`src/rtl/sec_countdown_pkg.sv`:
```
// Shared types and helpers for the minutes:seconds countdown timer.
// Optional build macro used by the top: SEC_COUNTDOWN_AUTO_RELOAD_EN.
package sec_countdown_pkg;

    typedef enum logic [1:0] {
        IDLE    = 2'd0,
        RUNNING = 2'd1,
        PAUSED  = 2'd2,
        EXPIRED = 2'd3
    } state_t;

    localparam int unsigned SEC_MAX         = 59;
    localparam int unsigned MAX_MIN_DEFAULT = 59;

    // Saturate a preset value to the largest legal value of its digit.
    function automatic int unsigned clamp_val(input int unsigned value,
                                              input int unsigned limit);
        return (value > limit) ? limit : value;
    endfunction

endpackage

```
`src/rtl/sec_down_digit.sv`:
```
// One down-counting time digit pair (0..LIMIT) with enable, load and a
// registered borrow-out that pulses for one cycle when the value wraps 0->LIMIT.
module sec_down_digit #(
    parameter int unsigned LIMIT = 59,
    parameter int unsigned W     = 6
) (
    input  logic         clk,
    input  logic         resetN,
    input  logic         en,
    input  logic         load,
    input  logic [W-1:0] load_val,
    output logic [W-1:0] value,
    output logic         borrow
);

    // Load has priority over counting; borrow is only raised on a wrap.
    always_ff @(posedge clk or negedge resetN) begin
        if (!resetN) begin
            value  <= '0;
            borrow <= 1'b0;
        end else if (load) begin
            value  <= load_val;
            borrow <= 1'b0;
        end else if (en) begin
            if (value == '0) begin
                value  <= W'(LIMIT);
                borrow <= 1'b1;
            end else begin
                value  <= value - W'(1);
                borrow <= 1'b0;
            end
        end else begin
            borrow <= 1'b0;
        end
    end

endmodule

```
`src/rtl/sec_countdown.sv`:
```
// Minutes:seconds countdown timer with IDLE/RUNNING/PAUSED/EXPIRED control.
// Build option: define SEC_COUNTDOWN_AUTO_RELOAD_EN to reload the preset and
// keep running when the count reaches 00:00 instead of expiring.
module sec_countdown
    import sec_countdown_pkg::*;
#(
    parameter int unsigned MAX_MIN = MAX_MIN_DEFAULT,
    parameter int unsigned SEC_W   = 6
) (
    input  logic             clk,
    input  logic             resetN,
    input  logic             tick,
    input  logic             load,
    input  logic [SEC_W-1:0] load_min,
    input  logic [SEC_W-1:0] load_sec,
    input  logic             start,
    input  logic             pause,
    output logic [SEC_W-1:0] OutSec,
    output logic [SEC_W-1:0] OutMin,
    output logic             borrowSec,
    output logic             running,
    output logic             expired,
    output logic             expiredPulse
);

    state_t           state;
    state_t           state_next;
    logic [SEC_W-1:0] preset_sec;
    logic [SEC_W-1:0] preset_min;
    logic [SEC_W-1:0] clamp_sec;
    logic [SEC_W-1:0] clamp_min;
    logic [SEC_W-1:0] digit_sec_val;
    logic [SEC_W-1:0] digit_min_val;
    logic             count_zero;
    logic             preset_zero;
    logic             at_one;
    logic             dec;
    logic             reload;
    logic             expire_evt;
    logic             digit_load;
    logic             min_borrow_unused;

    assign clamp_sec   = SEC_W'(clamp_val(32'(load_sec), SEC_MAX));
    assign clamp_min   = SEC_W'(clamp_val(32'(load_min), MAX_MIN));
    assign count_zero  = (OutSec == '0) && (OutMin == '0);
    assign preset_zero = (preset_sec == '0) && (preset_min == '0);
    assign at_one      = (OutMin == '0) && (OutSec == SEC_W'(1));

    // A fresh load overrides any preset reload on the same edge.
    assign digit_load    = load | reload;
    assign digit_sec_val = load ? clamp_sec : preset_sec;
    assign digit_min_val = load ? clamp_min : preset_min;

    // State register.
    always_ff @(posedge clk or negedge resetN) begin
        if (!resetN) state <= IDLE;
        else         state <= state_next;
    end

    // Next state plus per-cycle count controls; load > start/pause > tick.
    always_comb begin
        state_next = state;
        dec        = 1'b0;
        reload     = 1'b0;
        expire_evt = 1'b0;
        if (load) begin
            state_next = IDLE;
        end else begin
            case (state)
                IDLE: begin
                    if (start && !count_zero) state_next = RUNNING;
                end
                RUNNING: begin
                    if (pause) begin
                        state_next = PAUSED;
                    end else if (tick) begin
                        if (at_one) begin
                            expire_evt = 1'b1;
`ifdef SEC_COUNTDOWN_AUTO_RELOAD_EN
                            if (!preset_zero) reload = 1'b1;
                            else              state_next = EXPIRED;
`else
                            state_next = EXPIRED;
`endif
                        end
                        dec = !reload;
                    end
                end
                PAUSED: begin
                    if (start) state_next = RUNNING;
                end
                EXPIRED: begin
                    if (start && !preset_zero) begin
                        state_next = RUNNING;
                        reload     = 1'b1;
                    end
                end
                default: state_next = IDLE;
            endcase
        end
    end

    // Preset registers capture the clamped load values for later restarts.
    always_ff @(posedge clk or negedge resetN) begin
        if (!resetN) begin
            preset_sec <= '0;
            preset_min <= '0;
        end else if (load) begin
            preset_sec <= clamp_sec;
            preset_min <= clamp_min;
        end
    end

    // One-cycle pulse marking the tick that reached 00:00.
    always_ff @(posedge clk or negedge resetN) begin
        if (!resetN) expiredPulse <= 1'b0;
        else         expiredPulse <= expire_evt;
    end

    assign running = (state == RUNNING);
    assign expired = (state == EXPIRED);

    sec_down_digit #(
        .LIMIT (SEC_MAX),
        .W     (SEC_W)
    ) u_sec (
        .clk      (clk),
        .resetN   (resetN),
        .en       (dec),
        .load     (digit_load),
        .load_val (digit_sec_val),
        .value    (OutSec),
        .borrow   (borrowSec)
    );

    sec_down_digit #(
        .LIMIT (MAX_MIN),
        .W     (SEC_W)
    ) u_min (
        .clk      (clk),
        .resetN   (resetN),
        .en       (dec && (OutSec == '0)),
        .load     (digit_load),
        .load_val (digit_min_val),
        .value    (OutMin),
        .borrow   (min_borrow_unused)
    );

endmodule

```
`config.mk`:
```
export PLATFORM = sky130hd
export DESIGN_NAME = sec_countdown
export DESIGN_NICKNAME = d
export VERILOG_FILES = /design/src/rtl/sec_countdown_pkg.sv /design/src/rtl/sec_down_digit.sv /design/src/rtl/sec_countdown.sv
export SDC_FILE = /design/constraint.sdc
export NUM_CORES = 1
export LEC_CHECK = 0
export BUFFER_PORTS_ARGS = -buffer_cell sky130_fd_sc_hd__buf_2
export CORE_ASPECT_RATIO = 1.25
export CORE_UTILIZATION = 50
export CTS_CLUSTER_DIAMETER = 40
export DETAILED_ROUTE_END_ITERATION = 10
export PLACE_DENSITY = 0.74
export SETUP_SLACK_MARGIN = 0.2
export SLEW_MARGIN = 10
export SYNTH_ARGS = -nofsm -noshare
export SYNTH_HDL_FRONTEND = slang
export SYNTH_SLANG_ARGS = --single-unit
```
`constraint.sdc`:
```
create_clock -name clk -period 1.9 [get_ports clk]
set_clock_uncertainty 0.15 [all_clocks]
set_input_delay 0.475 -clock clk [delete_from_list [all_inputs] [get_ports clk]]
set_output_delay 0.475 -clock clk [all_outputs]
set_load 0.03 [all_outputs]
```
# Yosys cells after proc, flatten, opt, wreduce, memory -nomap -nowiden
# Index checks and enable logic that the tools add are counted.
# totals
register_bits	28
in_bits	18
out_inout_bits	16
wordCells	70
# op_classes
add_sub_neg	2
magnitude_cmp	2
n_eq_ne	9
mux	33
bitwise_logic	1
n_reduce_logical	16
# ops
cell	count
2-to-1 mux 6 bit	10
zero test 6 bit	4
2-to-1 mux 1 bit	15
2-to-1 mux 2 bit	7
greater-than comparator 6 bit, second input constant	2
subtractor 6 x 1 -> 6 bit, second input constant	2
case mux 2 bit (4 select lines)	1
== test 6 x 1 -> 1 bit, second input constant	1
logical AND 1 bit	6
inequality test 3 bit, second input constant	2
AND reduction 5 bit	1
== test 2 bit, second input constant	2
inequality test 4 x 3 -> 1 bit, second input constant	1
inequality test 4 bit, second input constant	1
nonzero test 2 bit	2
inequality test 3 x 2 -> 1 bit, second input constant	1
== test 2 x 1 -> 1 bit, second input constant	1
zero test 1 bit	2
zero test 2 bit	1
OR 1 bit	1

# Logic depth before layout (Yosys ltp)
# Gate-level depths: netlist of run 1.
# depth
depth_word	9
mapped_depth	6
mapped_depth_nobuf	6

# Hierarchy
# A second synthesis of run 1 with hierarchy kept.
# hier_totals
cells_unflattened	159
hier_area_um2	1644.1
# by_module_without_submodules
module	instances	cells_each	area_each_um2	seq_area_each_um2
sec_down_digit	2	46	446.7	175.2
sec_countdown	1	67	750.7	375.4

# Worst setup path after synthesis of run 1
# Ideal clock, no wire load.
# synth_timing
kind	register to register
startpoint	reg u_sec.value[3]
endpoint	reg u_min.value[0]
setup_ps	126
t_arrival_ps	1663
required_ps	1624
setup_slack_ps	-39
path_stages_with_launch	6
path_buffers	1
synth_period_minus_slack_ps	1939
path_cell_list	dfrtp_1 nor4_4 nand4_2 buf_6 and2_4 a221o_1
# synth_between
elab_chain_len	3
# synth_rtl
element	line_no	text
start, declared	sec_down_digit.sv:12	output logic [W-1:0] value,
start signal, assigned	sec_down_digit.sv:22	value <= load_val;
start signal, assigned	sec_down_digit.sv:26	value <= W'(LIMIT);
start signal, assigned	sec_down_digit.sv:29	value <= value - W'(1);
zero test 6 bit	sec_countdown.sv:142	.en (dec && (OutSec == '0)),
logical AND 1 bit	sec_countdown.sv:142	
nonzero test 2 bit (no line)	--	
end signal, assigned	sec_down_digit.sv:22	
end signal, assigned	sec_down_digit.sv:26	
end signal, assigned	sec_down_digit.sv:29	
end, declared	sec_down_digit.sv:12	
# No other way between the ends.
# A chain may end at the register's enable or synchronous reset.

# Worst setup path in the final report of run 1
# layout_timing
startpoint	reg preset_sec[5]
endpoint	reg u_min.value[2]
# layout_between
elab_chain_len	9
word_cells_on_any_way	10
classes_between	4 x mux; 1 x bitwise; 5 x reduce/logical
# layout_rtl
element	line_no	text
start, declared	sec_countdown.sv:28	logic [SEC_W-1:0] preset_sec;
start signal, assigned	sec_countdown.sv:109	preset_sec <= clamp_sec;
zero test 6 bit (*)	sec_countdown.sv:46	assign preset_zero = (preset_sec == '0) && (preset_min == '0);
logical AND 1 bit (*)	sec_countdown.sv:46	
zero test 1 bit (*)	sec_countdown.sv:93	if (start && !preset_zero) begin
logical AND 1 bit (*)	sec_countdown.sv:93	
2-to-1 mux 1 bit (*)	sec_countdown.sv:93	
2-to-1 mux 1 bit (*)	sec_countdown.sv:69	case (state)
2-to-1 mux 1 bit (*)	sec_countdown.sv:66	if (load) begin
OR 1 bit (*)	sec_countdown.sv:50	assign digit_load = load | reload;
2-to-1 mux 6 bit or nonzero test 2 bit (tied branches)	--	
# Every way passes the cells marked *; elsewhere a longest branch is shown, timed or not.

==> impl_metrics.toml, run 1 <==
[grt]
grt_max_degree = 29
first_global_vias = 1411
grtUsageTotal_pct = 26.2
grt_pass1_wl_mm = 6.58
antenna_found_initial = 0
overflow = 0

[detailed_routing]
via_per_inst = 5.92
routed_wirelength_mm = 4.29
vias = 1450
drt_iter0_drc = 40
drt_pass1_iterations = 4
routedWlPerCell_um = 17.5
drcViolationCount = 0
postRouteAntennaNets = 0

[floorplan]
initial_core_util_pct = 52.7
core_um2 = 2970
rows = 22
die-area_um2 = 3360
pin_count = 34
dieWidth_um = 52.1
die_y_um = 64.6

[synthesis]
syn-cell-area_um2 = 1570
ys_seq_area_share_pct = 44.7
synthCells = 145
yosys.area.top_type = "dfrtp_1"
yosysWarningCount = 0
yosys.area.top_type_share_pct = 44.7
postSynthAreaPerCell_um2 = 10.8
synth_ff_type = "dfrtp_1"
synth_edf_count = 0
synth_nets = 168
synth_area_leaders = "dfrtp_1 (45%), mux2_2 (4.3%), ha_1 (4.0%), nand2_1 (2.9%), inv_1 (2.4%)"
ys_ff_latch = 28
synth.distinct_cells = 49
async_flop_share_pct = 100

[setup_path]
worst_path_max_delay_cell = "dfrtp_1"
crit_fanout = 11
cp.required_ns = 2.01
critical-path-top-delay-family = "flip-flops"
slowest_delay_ns = 0.44
worstPathArrival_ns = 1.95
setup.worst_path.end_class = "flip-flop"
start_kind = "flip-flop"
crit_chain = "nor4_4 -> a41oi_2 -> buf_12 -> mux2_4 -> o211ai_2"
critPathBufInv = 1
crit_type = "reg -> reg"

[cts]
path_clk_slew_ns = 0.14
cts_hold_buffers = 0
clock-sinks = 28
clockBufferDepth = 2
cts_buffers = 3
clock_latency_ns = 0.33
tritoncts = "yes"
ctsRootBufferMaster = "clkbuf_4"
htreeDepth = 1

[pwr]
worst_ir_drop_vdd_v = 0.000508
combPwrFrac_pct = 33.6
p_sw_share_pct = 34.4
p_clk_share_pct = 18.6
power_frac_seq_pct = 47.8
switching_power_uw = 532
power.leakage_nw = 1.03
intPower_mw = 1.01
power.density_nw_per_um2 = 699

[timing]
finalCritPeriodShare_pct = 97.0
holdWs_ns = -0.00888
worst_pin_slew_ns = 0.626
max_slew_margin_pct = 58.2
worst_slack_ns = 0.0578
finalHoldViolCount = 19
rsz0062_at_grt = "true"
fmax_mhz = 543
final-setup-viol-count = 0
maxSlewViolCount = 0
finalCriticalPeriod_ns = 1.84
tns_ns = 0

[placed_design]
dp_hpwl_mm = 3.00
postPlaceCellArea_um2 = 1890
place_ws_ns = -0.111
io_buffer_count = 33
place.gp.congestion = 0.876

[finish]
area_growth_pct = 40.9
drive_gt1_share_pct = 52.2
nNetsFinal = 233
n_antenna_cell = 0
n_fill_cell = 210
final_area_um2 = 2210

[outcome]
violations = "negative hold slack"
run_status = "finished with violations"

[flow_run]
drv_cap = 0

[worst_hold_path]
hold_class = "in -> async"
path summary, 6_finish.rpt:
path	depth (start not counted)	startpoint	slack, ns	to
max in group asynchronous	1	resetN	1.17	state[1]
worst max-delay path	5	preset_sec[5]	0.06	u_min.value[2]
worst min register to register	2	preset_sec[2]	0.43	preset_sec[2]
worst min-delay path	1	resetN	-0.009	expiredPulse
min in group clk	2	load_sec[0]	0.23	preset_sec[0]
worst max register to register	5	preset_sec[5]	0.06	u_min.value[2]
through the flow:
step,utilization [%],std cells,power [mW]
2_1_floorplan,-,145,0.987
3_3_place_gp,63.5,226,1.14
3_5_place_dp,63.5,226,1.16
4_1_cts,70.5,242,1.50
5_1_grt,74.3,245,1.62
6_report,74.3,245,1.54
cells in the mapped netlist, types with 2 or more instances:
cell,n
nand4_1,2
mux2_2,6
buf_2,3
nor2_1,6
nor4b_1,2
a31oi_1,3
dfrtp_1,28
o221ai_1,2
inv_1,10
o31ai_1,3
nand2_1,12
o21ai_0,5
nor2b_1,2
a22o_1,2
ha_1,5
nand3_1,5
o21bai_1,2
o22a_1,4
and3_1,2
a221o_1,3
nor4_2,3
nor4_1,2
a21oi_1,7
what timing repair did:
| item | CTS | global route |
|---|---|---|
| resized for setup | 24 | 25 |
| endpoints found under the hold margin | 0 | 0 |
| pin swaps | 12 | 11 |
| setup buffers | 12 | 3 |
| setup endpoints to repair | 17 | 25 |
cells by family (layout without fill, tap and decap cells):
family                     count (synthesis)  in the layout  share of synthesized area (%)
and+or+nand+nor                           47             47                           20.1
AOI/OAI and AO/OA                         42             42                           20.7
DFF                                       28             28                           44.7
buffers and inverters                     14             78                           4.07
muxes                                      8              8                           5.91
adders and majority gates                  5              5                           3.99
xor gates and xnor gates                   1              1                          0.559
power by group through the flow:
stage                     clock [mW]  sequential (mW)  combinational, mW
after floorplan                    0            0.800              0.188
after global placement             0            0.733              0.407
after detailed placement           0            0.738              0.418
after CTS                      0.293            0.732              0.471
after global routing           0.320            0.745              0.556
final                          0.288            0.738              0.518
state kept, by name, summed over array words and instances (netlist names):
signal,count
expiredPulse,1
preset_min,6
preset_sec,6
state,2
u_min.value,6
u_sec.borrow,1
u_sec.value,6
metal layers:
metal  wire (um)  global-route usage, %
met1        1820                   35.1
met3         202                   2.35
met4          40                   7.43
met5           0                      0
met2        2220                   44.4
cell usage in the layout, fill, tap and decap left out, types with 3 or more instances in the layout:
cell type / instances
buf_2: 27
buf_4: 26
dfrtp_1: 23
nand2_1: 10
buf_6: 10
inv_1: 9
mux2_2: 6
nor2_1: 5
dfrtp_2: 5
o22a_1: 4
nand3_1: 4
a21oi_1: 4
ha_1: 4
and2_4: 3
o21ai_0: 3
nor4_4: 3
a221o_1: 3
a21oi_2: 3
clkbuf_4: 3
cell type report:
cell class / count / area, um2 / share of cell area, %
multi-input cells: 103 / 921 / 41.7
inverters: 10 / 37.5 / 1.70
flip-flops and latches: 28 / 707 / 32.0
well taps: 36 / 45.0 / 2.04
repair buffers: 64 / 463 / 21.0
clock buffers: 4 / 36.3 / 1.64
Note: power is estimated with default switching activity, not from simulation.
==> run 2: changes to the inputs <==
Settings changed: CAP_MARGIN from default to 15, CORE_ASPECT_RATIO 1.25 to default, CTS_CLUSTER_DIAMETER 40 to default.
==> impl_metrics.toml, run 2 (synthesis gave the netlist of run 1 again) <==
[setup_path]
crit_cells = 3
slowest_delay_ns = 0.43
worst_path_max_delay_cell = "dfrtp_1"
crit_start = "state[0]"
critPathBufInv = 2
critical-path-top-delay-family = "flip-flops"
r2r_cells = 5
crit_type = "reg -> out"
crit_chain = "inv_1 -> nor2_2 -> buf_6"
timing.rr.start = "preset_min[3]"
start_kind = "flip-flop"
crit_fanout = 4
worstPathArrival_ns = 1.16
cp.required_ns = 1.27
setup.worst_path.end_class = "output port"

[floorplan]
pin_count = 34
core_um2 = 2850
rows = 19
dieWidth_um = 58.0
initial_core_util_pct = 55.0
die_y_um = 58.0
die-area_um2 = 3360

[grt]
grtUsageTotal_pct = 26.6
grt_max_degree = 29
grt_pass1_wl_mm = 6.78
overflow = 0
first_global_vias = 1426
antenna_found_initial = 0

[detailed_routing]
drt_pass1_iterations = 7
wl_met1_mm = 1.88
via_per_inst = 6.19
drt_iter0_drc = 107
routedWlPerCell_um = 17.8
vias = 1468
dr_wl_met2_mm = 2.06
top_layer = "met4"
postRouteAntennaNets = 0
routed_wirelength_mm = 4.23
met3_length_um = 236
drcViolationCount = 3

[finish]
post-route-util_pct = 75.9
drive_gt1_share_pct = 48.5
instances_no_fill = 237
n_antenna_cell = 0
final_cell_mix = "buf_2 (27), dfrtp_1 (24), buf_4 (23), nand2_1 (10), buf_6 (10)"
nNetsFinal = 230
area_growth_pct = 38.1
layout_commonest_cell = "buf_2"

[pwr]
p_sw_share_pct = 35.2
combPwrFrac_pct = 32.8
worst_ir_drop_vdd_v = 0.000487
power_frac_seq_pct = 47.5
power.density_nw_per_um2 = 715
intPower_mw = 1.00
switching_power_uw = 545
power.leakage_nw = 1.03
p_clk_share_pct = 19.7

[placed_design]
io_buffer_count = 33
dp_hpwl_mm = 2.91
place_inst = 221
place.gp.congestion = 0.956
place_ws_ns = -0.146

[timing]
worst_slack_ns = 0.115
tns_ns = 0
rsz0062_at_grt = "true"
final-setup-viol-count = 0
max_slew_margin_pct = 58.0
worst_pin_slew_ns = 0.630
finalCritPeriodShare_pct = 94.0
finalCriticalPeriod_ns = 1.79
fmax_mhz = 560
finalHoldViolCount = 28
holdWs_ns = -0.0233
maxSlewViolCount = 0

[cts]
ctsRootBufferMaster = "clkbuf_4"
clock-sinks = 28
cts_buffers = 3
htreeDepth = 1
clockBufferDepth = 2
tritoncts = "yes"
cts_hold_buffers = 0
clock_latency_ns = 0.34
path_clk_slew_ns = 0.16

[worst_hold_path]
hold_class = "in -> async"

[flow_run]
drv_cap = 0

[outcome]
run_status = "finished with violations"
violations = "design-rule violations, negative hold slack"
## run 2: layout make-up
| class | count | area (um2) |
|---|---|---|
| multi-input combinational | 103 | 907 |
| sequential | 28 | 706 |
| fill | 188 | 687 |
| timing repair buffer | 61 | 440 |
| tap | 31 | 38.8 |
| inverter | 10 | 37.5 |
| clock buffer | 4 | 36.3 |
## run 2: stage by stage
step | instance area [um2] | total power, mW | hold WS [ns]
2_1_floorplan | 1570 | 0.987 | 0.0294
3_3_place_gp | 1880 | 1.14 | 0.354
3_5_place_dp | 1880 | 1.15 | 0.387
4_1_cts | 2070 | 1.51 | 0.00284
5_1_grt | 2170 | 1.61 | 0.0299
6_report | 2170 | 1.55 | -0.0233
## run 2: worst paths after layout
| path | slack (ns) | endpoint |
|---|---|---|
| setup / recovery | 0.11 | running |
| hold / removal | -0.02 | u_sec.value[5] |
| setup reg to reg | 0.12 | u_min.value[2] |
| hold reg to reg | 0.46 | preset_sec[2] |
| max in group asynchronous | 1.18 | state[1] |
| min in group clk | 0.22 | preset_sec[0] |
## run 2: power by group through the flow
stage / logic, mW / clock network [mW] / registers [mW]
after detailed placement: 0.417 / 0 / 0.737
final: 0.508 / 0.305 / 0.737
after global routing: 0.545 / 0.324 / 0.744
after global placement: 0.405 / 0 / 0.733
after floorplan: 0.188 / 0 / 0.800
after CTS: 0.469 / 0.306 / 0.732
## run 2: timing repair
action	CTS	global route
gates resized for setup	20	23
setup endpoints to repair	18	22
pin swaps	10	5
setup buffers	10	2
cloned	0	0
## run 2: per-layer routing
metal  up-vias  GRT usage, %
met5         -             0
met4         0          7.14
met3         7          2.68
met2        61          44.5
met1       725          36.9
li1        675             -
